File: config.mk
export PLATFORM = sky130hd
export DESIGN_NAME = stream_serializer_flat
export DESIGN_NICKNAME = d
export VERILOG_FILES = /design/src/rtl/stream_serializer_pkg.sv /design/src/rtl/stream_serializer_if.sv /design/src/rtl/stream_serializer.sv /design/src/flat_wrapper.sv
export SDC_FILE = /design/constraint.sdc
export NUM_CORES = 1
export LEC_CHECK = 0
export ABC_CLOCK_PERIOD_IN_PS = 1490
export BUFFER_PORTS_ARGS = -buffer_cell sky130_fd_sc_hd__buf_2
export CORE_AREA = 5 5 55 57
export CTS_CLUSTER_SIZE = 25
export DETAILED_ROUTE_END_ITERATION = 12
export DIE_AREA = 0 0 60 62
export PLACE_DENSITY = 0.72
export SYNTH_ARGS = -nofsm -noshare
export SYNTH_HDL_FRONTEND = slang
export SYNTH_SLANG_ARGS = --single-unit
File: constraint.sdc
create_clock -name clk -period 1.49 [get_ports clk]
set_clock_uncertainty 0.05 [all_clocks]
set_input_delay 0.2235 -clock clk [delete_from_list [all_inputs] [get_ports clk]]
set_output_delay 0.2235 -clock clk [all_outputs]
set_load 0.1 [all_outputs]
File: src/rtl/stream_serializer_pkg.sv
// Shared types for the stream serializer: the two-state shift FSM encoding.
package stream_serializer_pkg;

    typedef enum logic {
        StIdle  = 1'b0,
        StShift = 1'b1
    } state_e;

endpackage

File: src/rtl/stream_serializer_if.sv
// Word-in / chunk-out handshake bundle; master is the source/strobe side, slave is the serializer.
interface stream_serializer_if #(
    parameter int unsigned IN_WIDTH  = 8,
    parameter int unsigned OUT_WIDTH = 2
);

    logic                 in_valid;
    logic                 in_ready;
    logic [IN_WIDTH-1:0]  in_data;
    logic                 in_last;
    logic                 out_en;
    logic                 out_valid;
    logic [OUT_WIDTH-1:0] out_data;
    logic                 out_last;

    modport master (
        output in_valid, in_data, in_last, out_en,
        input  in_ready, out_valid, out_data, out_last
    );

    modport slave (
        input  in_valid, in_data, in_last, out_en,
        output in_ready, out_valid, out_data, out_last
    );

endinterface

File: src/rtl/stream_serializer.sv
// Width reducer: IN_WIDTH-bit words out as OUT_WIDTH-bit chunks, LSB first, one per out_en.
// A one-word hold register behind the shift register lets consecutive words stream gap-free.
module stream_serializer
    import stream_serializer_pkg::*;
#(
    parameter int unsigned IN_WIDTH  = 8,
    parameter int unsigned OUT_WIDTH = 2
) (
    input logic               clk,
    input logic               reset,
    stream_serializer_if.slave bus
);

    localparam int unsigned RATIO = IN_WIDTH / OUT_WIDTH;
    localparam int unsigned CNT_W = $clog2(RATIO);
    localparam logic [CNT_W-1:0] CNT_LAST = CNT_W'(RATIO - 1);

    state_e              state_q, state_d;
    logic [IN_WIDTH-1:0] sreg_q, sreg_d;
    logic                slast_q, slast_d;
    logic [CNT_W-1:0]    cnt_q, cnt_d;
    logic [IN_WIDTH-1:0] hold_data_q, hold_data_d;
    logic                hold_last_q, hold_last_d;
    logic                hold_valid_q, hold_valid_d;

    logic accept;
    logic advance;
    logic word_done;

    assign accept    = bus.in_valid && !hold_valid_q;
    assign advance   = bus.out_en && (state_q == StShift);
    assign word_done = advance && (cnt_q == CNT_LAST);

    assign bus.in_ready  = !hold_valid_q;
    assign bus.out_valid = (state_q == StShift);
    assign bus.out_data  = sreg_q[OUT_WIDTH-1:0];
    assign bus.out_last  = (state_q == StShift) && slast_q && (cnt_q == CNT_LAST);

    always_comb begin
        state_d      = state_q;
        sreg_d       = sreg_q;
        slast_d      = slast_q;
        cnt_d        = cnt_q;
        hold_data_d  = hold_data_q;
        hold_last_d  = hold_last_q;
        hold_valid_d = hold_valid_q;

        case (state_q)
            StIdle: begin
                if (accept) begin
                    sreg_d  = bus.in_data;
                    slast_d = bus.in_last;
                    cnt_d   = '0;
                    state_d = StShift;
                end
            end
            StShift: begin
                if (word_done) begin
                    // Held word takes priority; accept cannot coincide since in_ready is low.
                    if (hold_valid_q) begin
                        sreg_d       = hold_data_q;
                        slast_d      = hold_last_q;
                        hold_valid_d = 1'b0;
                        cnt_d        = '0;
                    end else if (accept) begin
                        sreg_d  = bus.in_data;
                        slast_d = bus.in_last;
                        cnt_d   = '0;
                    end else begin
                        cnt_d   = '0;
                        state_d = StIdle;
                    end
                end else begin
                    if (advance) begin
                        sreg_d = sreg_q >> OUT_WIDTH;
                        cnt_d  = cnt_q + 1'b1;
                    end
                    if (accept) begin
                        hold_data_d  = bus.in_data;
                        hold_last_d  = bus.in_last;
                        hold_valid_d = 1'b1;
                    end
                end
            end
            default: state_d = StIdle;
        endcase
    end

    always_ff @(posedge clk) begin
        if (reset) begin
            state_q      <= StIdle;
            sreg_q       <= '0;
            slast_q      <= 1'b0;
            cnt_q        <= '0;
            hold_data_q  <= '0;
            hold_last_q  <= 1'b0;
            hold_valid_q <= 1'b0;
        end else begin
            state_q      <= state_d;
            sreg_q       <= sreg_d;
            slast_q      <= slast_d;
            cnt_q        <= cnt_d;
            hold_data_q  <= hold_data_d;
            hold_last_q  <= hold_last_d;
            hold_valid_q <= hold_valid_d;
        end
    end

endmodule
File: src/flat_wrapper.sv
// flat-port wrapper written by rule: the top's interface ports become plain ports
module stream_serializer_flat import stream_serializer_pkg::*;
#(
    parameter int unsigned IN_WIDTH  = 8,
    parameter int unsigned OUT_WIDTH = 2
)
  (clk, reset, bus_in_valid, bus_in_data, bus_in_last, bus_out_en, bus_in_ready, bus_out_valid, bus_out_data, bus_out_last);
  stream_serializer_if #(.IN_WIDTH(IN_WIDTH), .OUT_WIDTH(OUT_WIDTH)) bus_i ();
  input logic clk;
  input logic reset;
  input wire logic [$bits(bus_i.in_valid)-1:0] bus_in_valid;
  input wire logic [$bits(bus_i.in_data)-1:0] bus_in_data;
  input wire logic [$bits(bus_i.in_last)-1:0] bus_in_last;
  input wire logic [$bits(bus_i.out_en)-1:0] bus_out_en;
  output wire logic [$bits(bus_i.in_ready)-1:0] bus_in_ready;
  output wire logic [$bits(bus_i.out_valid)-1:0] bus_out_valid;
  output wire logic [$bits(bus_i.out_data)-1:0] bus_out_data;
  output wire logic [$bits(bus_i.out_last)-1:0] bus_out_last;
  assign bus_i.in_valid = bus_in_valid;
  assign bus_i.in_data = bus_in_data;
  assign bus_i.in_last = bus_in_last;
  assign bus_i.out_en = bus_out_en;
  assign bus_in_ready = bus_i.in_ready;
  assign bus_out_valid = bus_i.out_valid;
  assign bus_out_data = bus_i.out_data;
  assign bus_out_last = bus_i.out_last;
  stream_serializer #(.IN_WIDTH(IN_WIDTH), .OUT_WIDTH(OUT_WIDTH)) u_core (.clk(clk), .reset(reset), .bus(bus_i));
endmodule
# [Yosys cells after proc, flatten, opt, wreduce, memory -nomap -nowiden]
# Index checks and enable logic that the tools add are counted.
[totals] regBits=22 inputBits=13 out_inout_bits=5 elab_cells=43
[op_classes] add_sub_neg=1 eq_ne=4 muxes=19 bitwise_logic=2 n_reduce_logical=10
[op_table] operator="$mux W8" n=4
[op_table] operator="$pmux W8 S2" n=1
[op_table] operator="$mux W1" n=8
[op_table] operator="$mux W2" n=3
[op_table] operator="$logic_and A1 B1 Y1" n=5
[op_table] operator="$pmux W1 S2" n=2
[op_table] operator="$pmux W2 S2" n=1
[op_table] operator="$reduce_and A2 Y1" n=2
[op_table] operator="$ne A3 B3 Y1 const B" n=1
[op_table] operator="$reduce_and A3 Y1" n=1
[op_table] operator="$add A2 B1 Y2 const B" n=1
[op_table] operator="$eq A2 B2 Y1 const B" n=1
[op_table] operator="$ne A2 B1 Y1 const B" n=1
[op_table] operator="$ne A2 B2 Y1 const B" n=1
[op_table] operator="$not A1 Y1" n=2
[op_table] operator="$reduce_bool A2 Y1" n=1
[op_table] operator="$logic_not A1 Y1" n=1

# [Depth between registers and ports, before layout]
# Gate-level depths: netlist of the first run.
[logic_depth] word_depth=6 mapped_depth=6 mapped_depth_nobuf=5

# [Least setup slack after synthesis of the first run]
# No wires, ideal clock.
[synth_timing] kind="register -> output" from="register u_core.state_q, in the netlist u_core.bus.out_valid" to="output port bus_out_last" arrival_time_ns=2.288 required_ns=1.217 path_slack_ns=-1.072 path_stages_with_launch=4 cell_sequence="dfxtp_1 -> buf_2 -> buf_2 -> and3_1"
[synth_between] elab_chain_len=2
[synth_lines] element="start: declaration" line_no="stream_serializer.sv:18" rtl="state_e state_q, state_d;"
[synth_lines] element="start signal: assignment" line_no="stream_serializer.sv:91" rtl="state_q <= StIdle;"
[synth_lines] element="start signal: assignment" line_no="stream_serializer.sv:99" rtl="state_q <= state_d;"
[synth_lines] element="$logic_and A1 B1 Y1 (2 in series)" line_no="stream_serializer.sv:37" rtl="assign bus.out_last = (state_q == StShift) && slast_q && (cnt_q == CNT_LAST);"
[synth_lines] element="end: declaration" line_no="flat_wrapper.sv:18" rtl="output wire logic [$bits(bus_i.out_last)-1:0] bus_out_last;"
# Every way passes these cells.

# [Worst setup path in the final report of the first run]
[layout_timing] from="register u_core.cnt_q[0]" to="output port bus_out_last"
[layout_between] elab_chain_len=2
[layout_lines] element="start: declaration" line_no="stream_serializer.sv:21" rtl="logic [CNT_W-1:0] cnt_q, cnt_d;"
[layout_lines] element="start signal: assignment" line_no="stream_serializer.sv:102" rtl="cnt_q <= cnt_d;"
[layout_lines] element="$eq A2 B2 Y1" line_no="stream_serializer.sv:37"
[layout_lines] element="$logic_and A1 B1 Y1" line_no="stream_serializer.sv:37"
# Every way passes these cells.

==> qor.yml, run 1 <==
outcome:
  status: "finished, violations left"
  violations: "negative setup slack"
worst_setup_path:
  crit_fanout: 3
  reg2reg_from: "u_core.cnt_q[0]"
  startpoint: "u_core.cnt_q[0]"
  crit_path_start_kind: "flop"
  path_class: "flop to primary output"
  r2r_cells: 6
  end_kind: "primary output"
  cp.arrival_ns: 1.28
  required_ns: 1.22
synthesis:
  syn-num-nets: 152
  ys_ff_latch: 22
  synth_warnings: 0
  synth_seq_area_share_pct: 37.4
  synth_ff_type: "dfxtp_1"
  avgSynthCellArea_um2: 8.52
  synthTopCellsByArea: "dfxtp_1 (37%), mux2i_1 (10%), nor2_1 (6.1%), nand2b_1 (4.8%), a21oi_1 (4.7%)"
  synth_edf_count: 0
  syn_inst: 138
  netlist.top_cell.by_area: "dfxtp_1"
  async_flop_share_pct: 0
  synth_area_um2: 1180
  synth_cell_types: 30
  yosysTopAreaCellShare_pct: 37.4
global_routing:
  grt_pass1_wl_um: 5010
  grt_pass1_vias: 1132
  grt_antenna_before_repair: 0
  overflow: 0
  grt_max_degree: 19
  grt_usage_pct: 17.7
run:
  max-cap-violations: 0
detailed_routing:
  vias_per_cell: 5.53
  wl_per_cell_um: 14.9
  via_count: 1084
  drt_first_iter_violations: 68
  antenna_left: 0
  drt_wl_total_um: 2920
  drt-pass1-iter-count: 6
  route.detailed.drc: 0
power:
  powerDensity_nw_per_um2: 901
  finalPower_mw: 1.33
  intPower_mw: 0.908
  cellLeakagePower_nw: 0.598
  vdd_drop_max_v: 0.000668
  seqPwrFrac_pct: 49.7
  switching_share_pct: 31.6
  clockPowerShare_pct: 25.9
  p_sw_mw: 0.420
  combPwrFrac_pct: 24.3
floorplanning:
  core_area_um2: 2430
  io_pins: 18
  initial_core_util_pct: 48.4
  dieHeight_um: 62
  die-area_um2: 3720
  dieWidth_um: 60
  num_rows: 18
clocking:
  cts_buffer_depth: 2
  clk_latency_ns: 0.31
  cts.sinks: 22
  root_buffer: "clkbuf_4"
  clkSlewWorstSetupHoldPaths_ns: 0.14
  cts_buffers: 3
  tritoncts: "yes"
  htreeDepth: 1
  cts_hold_buffers: 0
final_layout:
  diodes: 0
  final_nets: 181
  final_core_util_pct: 60.6
  fin_cells: 196
  drive_gt1_share_pct: 31.3
  area_growth_pct: 25.4
timing:
  rsz0062_at_grt: "yes"
  drv_slew: 0
  final.setup.tns_ns: -0.0669
  tightest_slew_ns: 0.484
  period_share_pct: 104
  maxSlewHeadroom_pct: 67.9
  period_minus_slack_ns: 1.56
  finalHoldViolCount: 0
  setup_viol: 1
  maxClockFrequency_mhz: 642
  setup_ws_ns: -0.0669
placement:
  placed_cells: 185
  gp_congestion: 0.909
  pre_cts_slack_ns: 0.0286
  place_hpwl_um: 2070
  portBuffers: 17
min_path:
  hold_class: "primary input to flop"
  hold_path.startpoint: "bus_in_data[5]"
  hold_depth: 3
[worst paths after layout]
check                          endpoint  slack [ns]
setup / recovery           bus_out_last       -0.07
hold / removal    u_core.hold_data_q[5]         0.1
setup reg to reg  u_core.hold_data_q[2]        0.05
hold reg to reg        u_core.sreg_q[1]        0.46
[sequential cells by signal (all words and copies together), names as in the netlist]
signal / flops
u_core.hold_data_q: 8
u_core.sreg_q: 8
u_core.cnt_q: 2
u_core.bus.out_valid: 1
u_core.hold_last_q: 1
u_core.hold_valid_q: 1
u_core.slast_q: 1
[power groups by stage]
| stage | registers (mW) | clock network, mW | logic (mW) |
|---|---|---|---|
| floorplan | 0.673 | 0 | 0.222 |
| global placement | 0.674 | 0 | 0.293 |
| detailed placement | 0.676 | 0 | 0.296 |
| CTS | 0.664 | 0.349 | 0.302 |
| global route | 0.667 | 0.379 | 0.350 |
| finish | 0.661 | 0.345 | 0.323 |
[routing by layer]
layer,up-vias,wire length [um],GRT usage (%)
li1,544,-,-
met1,505,1360,22.1
met2,28,1380,29.9
met3,7,126,3.72
met4,0,47,6.96
met5,-,0,0
[critical path, cell delays in order, from the launching register on]
cell     delay, ns
dfxtp_2       0.38
ha_4          0.15
buf_6         0.09
and3_4        0.18
buf_12        0.17
[per-stage QoR]
stage	instance area, um2	hold slack (ns)
3_3_place_gp	1360	0.427
4_1_cts	1440	0.0997
5_1_grt	1480	0.112
2_1_floorplan	1190	0.252
3_5_place_dp	1360	0.432
6_report	1480	0.0998
[cell families (layout without fill, tap and decap cells)]
| group | count (synthesis) | in the layout | synth area share [%] |
|---|---|---|---|
| buf+inv | 14 | 42 | 7.23 |
| mux | 16 | 16 | 14.4 |
| flops | 22 | 22 | 37.4 |
| fa+ha+maj | 1 | 1 | 1.06 |
| simple gates | 59 | 59 | 26.0 |
| compound gates | 26 | 26 | 13.9 |
[layout by cell type (no fill, tap or decap), types with 2 or more instances in the layout]
cell,count
nor2_1,18
buf_4,18
dfxtp_1,18
buf_2,14
mux2i_1,12
a21oi_1,11
nand2b_1,9
nor3_1,9
nand3_1,8
nand2_1,5
a22oi_1,5
nand4_1,3
o31ai_1,3
mux2_1,3
clkbuf_4,3
dfxtp_2,3
a32oi_1,2
buf_12,2
buf_6,2
[repair_timing]
action,CTS,global route
buffers inserted,3,4
gates cloned,0,0
pin swaps,0,3
endpoints found under the hold margin,0,0
setup endpoints to repair,3,7
gates resized for setup,6,3
[area by class of cell]
| class | count | area [um2] |
|---|---|---|
| timing repair buffer | 36 | 268 |
| tap | 30 | 37.5 |
| sequential | 22 | 448 |
| inverter | 2 | 11.3 |
| clock buffer | 4 | 36.3 |
| multi-input combinational | 102 | 674 |
| fill | 219 | 957 |
[synth_stat cells, types with 2 or more instances]
cell,instances
nand2b_1,9
o21ai_1,2
mux2_1,3
nor3_1,9
clkbuf_1,2
a32oi_1,2
a21oi_1,11
a22oi_1,5
nand3_1,8
o31ai_1,3
nand4_1,3
buf_4,3
buf_2,5
buf_6,2
nand2_1,5
dfxtp_1,22
mux2i_1,12
inv_1,2
nor2_1,19
Note: power is estimated with default switching activity, not from simulation.
==> run 2: changes to the inputs <==
==> constraint.sdc (replaced) <==
create_clock -name clk -period 1.49 [get_ports clk]
set_clock_uncertainty 0.05 [all_clocks]
set_input_delay 0.0745 -clock clk [delete_from_list [all_inputs] [get_ports clk]]
set_output_delay 0.0745 -clock clk [all_outputs]
set_load 0.1 [all_outputs]
==> run 2 against run 1 <==
  * The flow now finishes without violations
  * Sequential power is 1% higher
  * Clock-buffer cell count did not move
  * Fmax up 5.7%
  * Global-route usage increased by 1.8 points
  * Routed wire length up 6.8%
  * First-iteration DRC count is 22% lower
  * Via count increased by 6.6%
  * Critical path type unchanged
  * Largest power group unchanged
==> qor.yml, run 2 (same netlist as run 1, synthesis figures left out) <==
outcome:
  status: "complete, no violations"
floorplanning:
  io_pins: 18  # unchanged
  die-area_um2: 3720  # unchanged
  dieWidth_um: 60  # unchanged
  dieHeight_um: 62  # unchanged
  initial_core_util_pct: 48.4  # unchanged
  num_rows: 18  # unchanged
  core_area_um2: 2430  # unchanged
placement:
  gp_congestion: 0.888  # -2.3%
  portBuffers: 17  # unchanged
  place_hpwl_um: 2210  # +7.0%
  pre_cts_slack_ns: 0.0158  # -0.0127 ns
final_layout:
  final_cell_mix: "nor2_1 (19), dfxtp_1 (18), buf_2 (15)"
  diodes: 0  # unchanged
  drive_gt1_share_pct: 26.2  # -5.1 points
  area_growth_pct: 27.6
  reg_top3: "u_core.hold_data_q (8), u_core.sreg_q (8), u_core.cnt_q (2)"
  final_common_cell: "nor2_1"
  final_nets: 183  # +1.1%
worst_setup_path:
  cp.arrival_ns: 1.35  # +0.07 ns
  crit_path_start_kind: "flop"
  required_ns: 1.37  # +0.15 ns
  crit_fanout: 7  # +4
  path_class: "flop to primary output"
  end_kind: "primary output"
detailed_routing:
  drt-pass1-iter-count: 4  # -2
  drt_wl_total_um: 3110  # +6.8%
  drt_first_iter_violations: 53  # -22%
  vias_per_cell: 5.84  # +5.6%
  antenna_left: 0  # unchanged
  via_count: 1156  # +6.6%
  wl_per_cell_um: 15.7  # +5.7%
  route.detailed.drc: 0  # unchanged
global_routing:
  grt_antenna_before_repair: 0  # unchanged
  grt_pass1_vias: 1191  # +5.2%
  grt_pass1_wl_um: 5380  # +7.3%
  overflow: 0  # unchanged
  grt_max_degree: 25  # +6
  grt_usage_pct: 19.5  # +1.8 points
run:
  max-cap-violations: 0  # unchanged
power:
  switching_share_pct: 32.0  # +0.34 points
  combPwrFrac_pct: 23.7  # -0.6 points
  intPower_mw: 0.907  # -0.15%
  p_sw_mw: 0.426  # +1.4%
  clockPowerShare_pct: 26.2  # +0.3 points
  cellLeakagePower_nw: 0.593  # -0.74%
  vdd_drop_max_v: 0.000679  # +1.6%
  finalPower_mw: 1.33  # +0.35%
  seqPwrFrac_pct: 50.1  # +0.4 points
  powerDensity_nw_per_um2: 889  # -1.3%
clocking:
  clkSlewWorstSetupHoldPaths_ns: 0.13  # about the same
  cts.sinks: 22  # unchanged
  cts_buffer_depth: 2  # unchanged
  cts_buffers: 3  # unchanged
  cts_setup_buffers: 0  # -3
  htreeDepth: 1  # unchanged
  clk_latency_ns: 0.33  # +0.02 ns
  tritoncts: "yes"
  root_buffer: "clkbuf_4"
timing:
  finalHoldViolCount: 0  # unchanged
  tightest_slew_ns: 0.485  # +0.000564 ns
  setup_ws_ns: 0.0175  # +0.0843 ns
  maxClockFrequency_mhz: 679  # +5.7%
  setup_viol: 0  # -1
  rsz0062_at_grt: "yes"
  drv_slew: 0  # unchanged
  maxSlewHeadroom_pct: 67.9  # about the same
  period_minus_slack_ns: 1.47  # -0.0843 ns
  period_share_pct: 98.8  # -5.7 points
min_path:
  hold_class: "primary input to flop"
[run 2: changes by cell type in the layout (fill, tap and decap cells not counted), sizes merged]
| cell | delta |
|---|---|
| dlygate4sd3 | +10 |
| buf | -8 |
[run 2: timing repair]
action,CTS,global route
hold endpoints to repair,10,0
cloned,0,0
hold buffers,10,0
resized for setup,6,3
pin swaps,0,1
setup endpoints to repair,2,13
[run 2: worst paths after layout]
check / start / to / slack (ns) / cells after the start
hold reg to reg: u_core.hold_data_q[6] / u_core.hold_data_q[6] / 0.47 / 2
setup / recovery: u_core.cnt_q[0] / bus_out_last / 0.02 / 4
setup reg to reg: u_core.cnt_q[0] / u_core.hold_data_q[7] / 0.06 / 6
hold / removal: bus_in_valid / u_core.hold_valid_q / 0.07 / 3
[run 2: critical path, stage by stage, from the launching register on]
cell and delay, ns:
dfxtp_2 0.39, ha_4 0.15, buf_6 0.12, and3_4 0.20
buf_12 0.17
[run 2: metal layers]
layer / up-vias / part of all wire (%) / track usage (%)
li1: 549 / - / -
met1: 555 / 42 / 22.4
met2: 43 / 48 / 32.6
met3: 9 / 7.4 / 4.96
met4: 0 / 2.4 / 11.7
met5: - / 0 / 0
[run 2: stage by stage]
step | area [um2] | std cells | hold slack, ns | TNS, ns | utilization, %
6_report | 1500 | 198 | 0.0668 | 0 | 61.7
3_3_place_gp | 1330 | 184 | 0.275 | 0 | 54.8
2_1_floorplan | 1190 | 138 | 0.103 | -1.67 | -
4_1_cts | 1490 | 198 | 0.0589 | 0 | 61.3
3_5_place_dp | 1330 | 184 | 0.284 | 0 | 54.8
5_1_grt | 1500 | 198 | 0.0883 | -0.110 | 61.7
[run 2: layout make-up]
| cell class | instances | area (um2) |
|---|---|---|
| repair buffers | 38 | 293 |
| multi-input cells | 102 | 674 |
| inverters | 2 | 11.3 |
| flip-flops and latches | 22 | 448 |
| fillers | 237 | 932 |
| well taps | 30 | 37.5 |
| clock buffers | 4 | 36.3 |
[run 2: power by group through the flow]
stage | logic (mW) | registers (mW) | clock network (mW)
floorplan | 0.222 | 0.673 | 0
global placement | 0.282 | 0.675 | 0
detailed placement | 0.290 | 0.678 | 0
CTS | 0.313 | 0.666 | 0.354
global route | 0.344 | 0.674 | 0.385
finish | 0.316 | 0.668 | 0.349
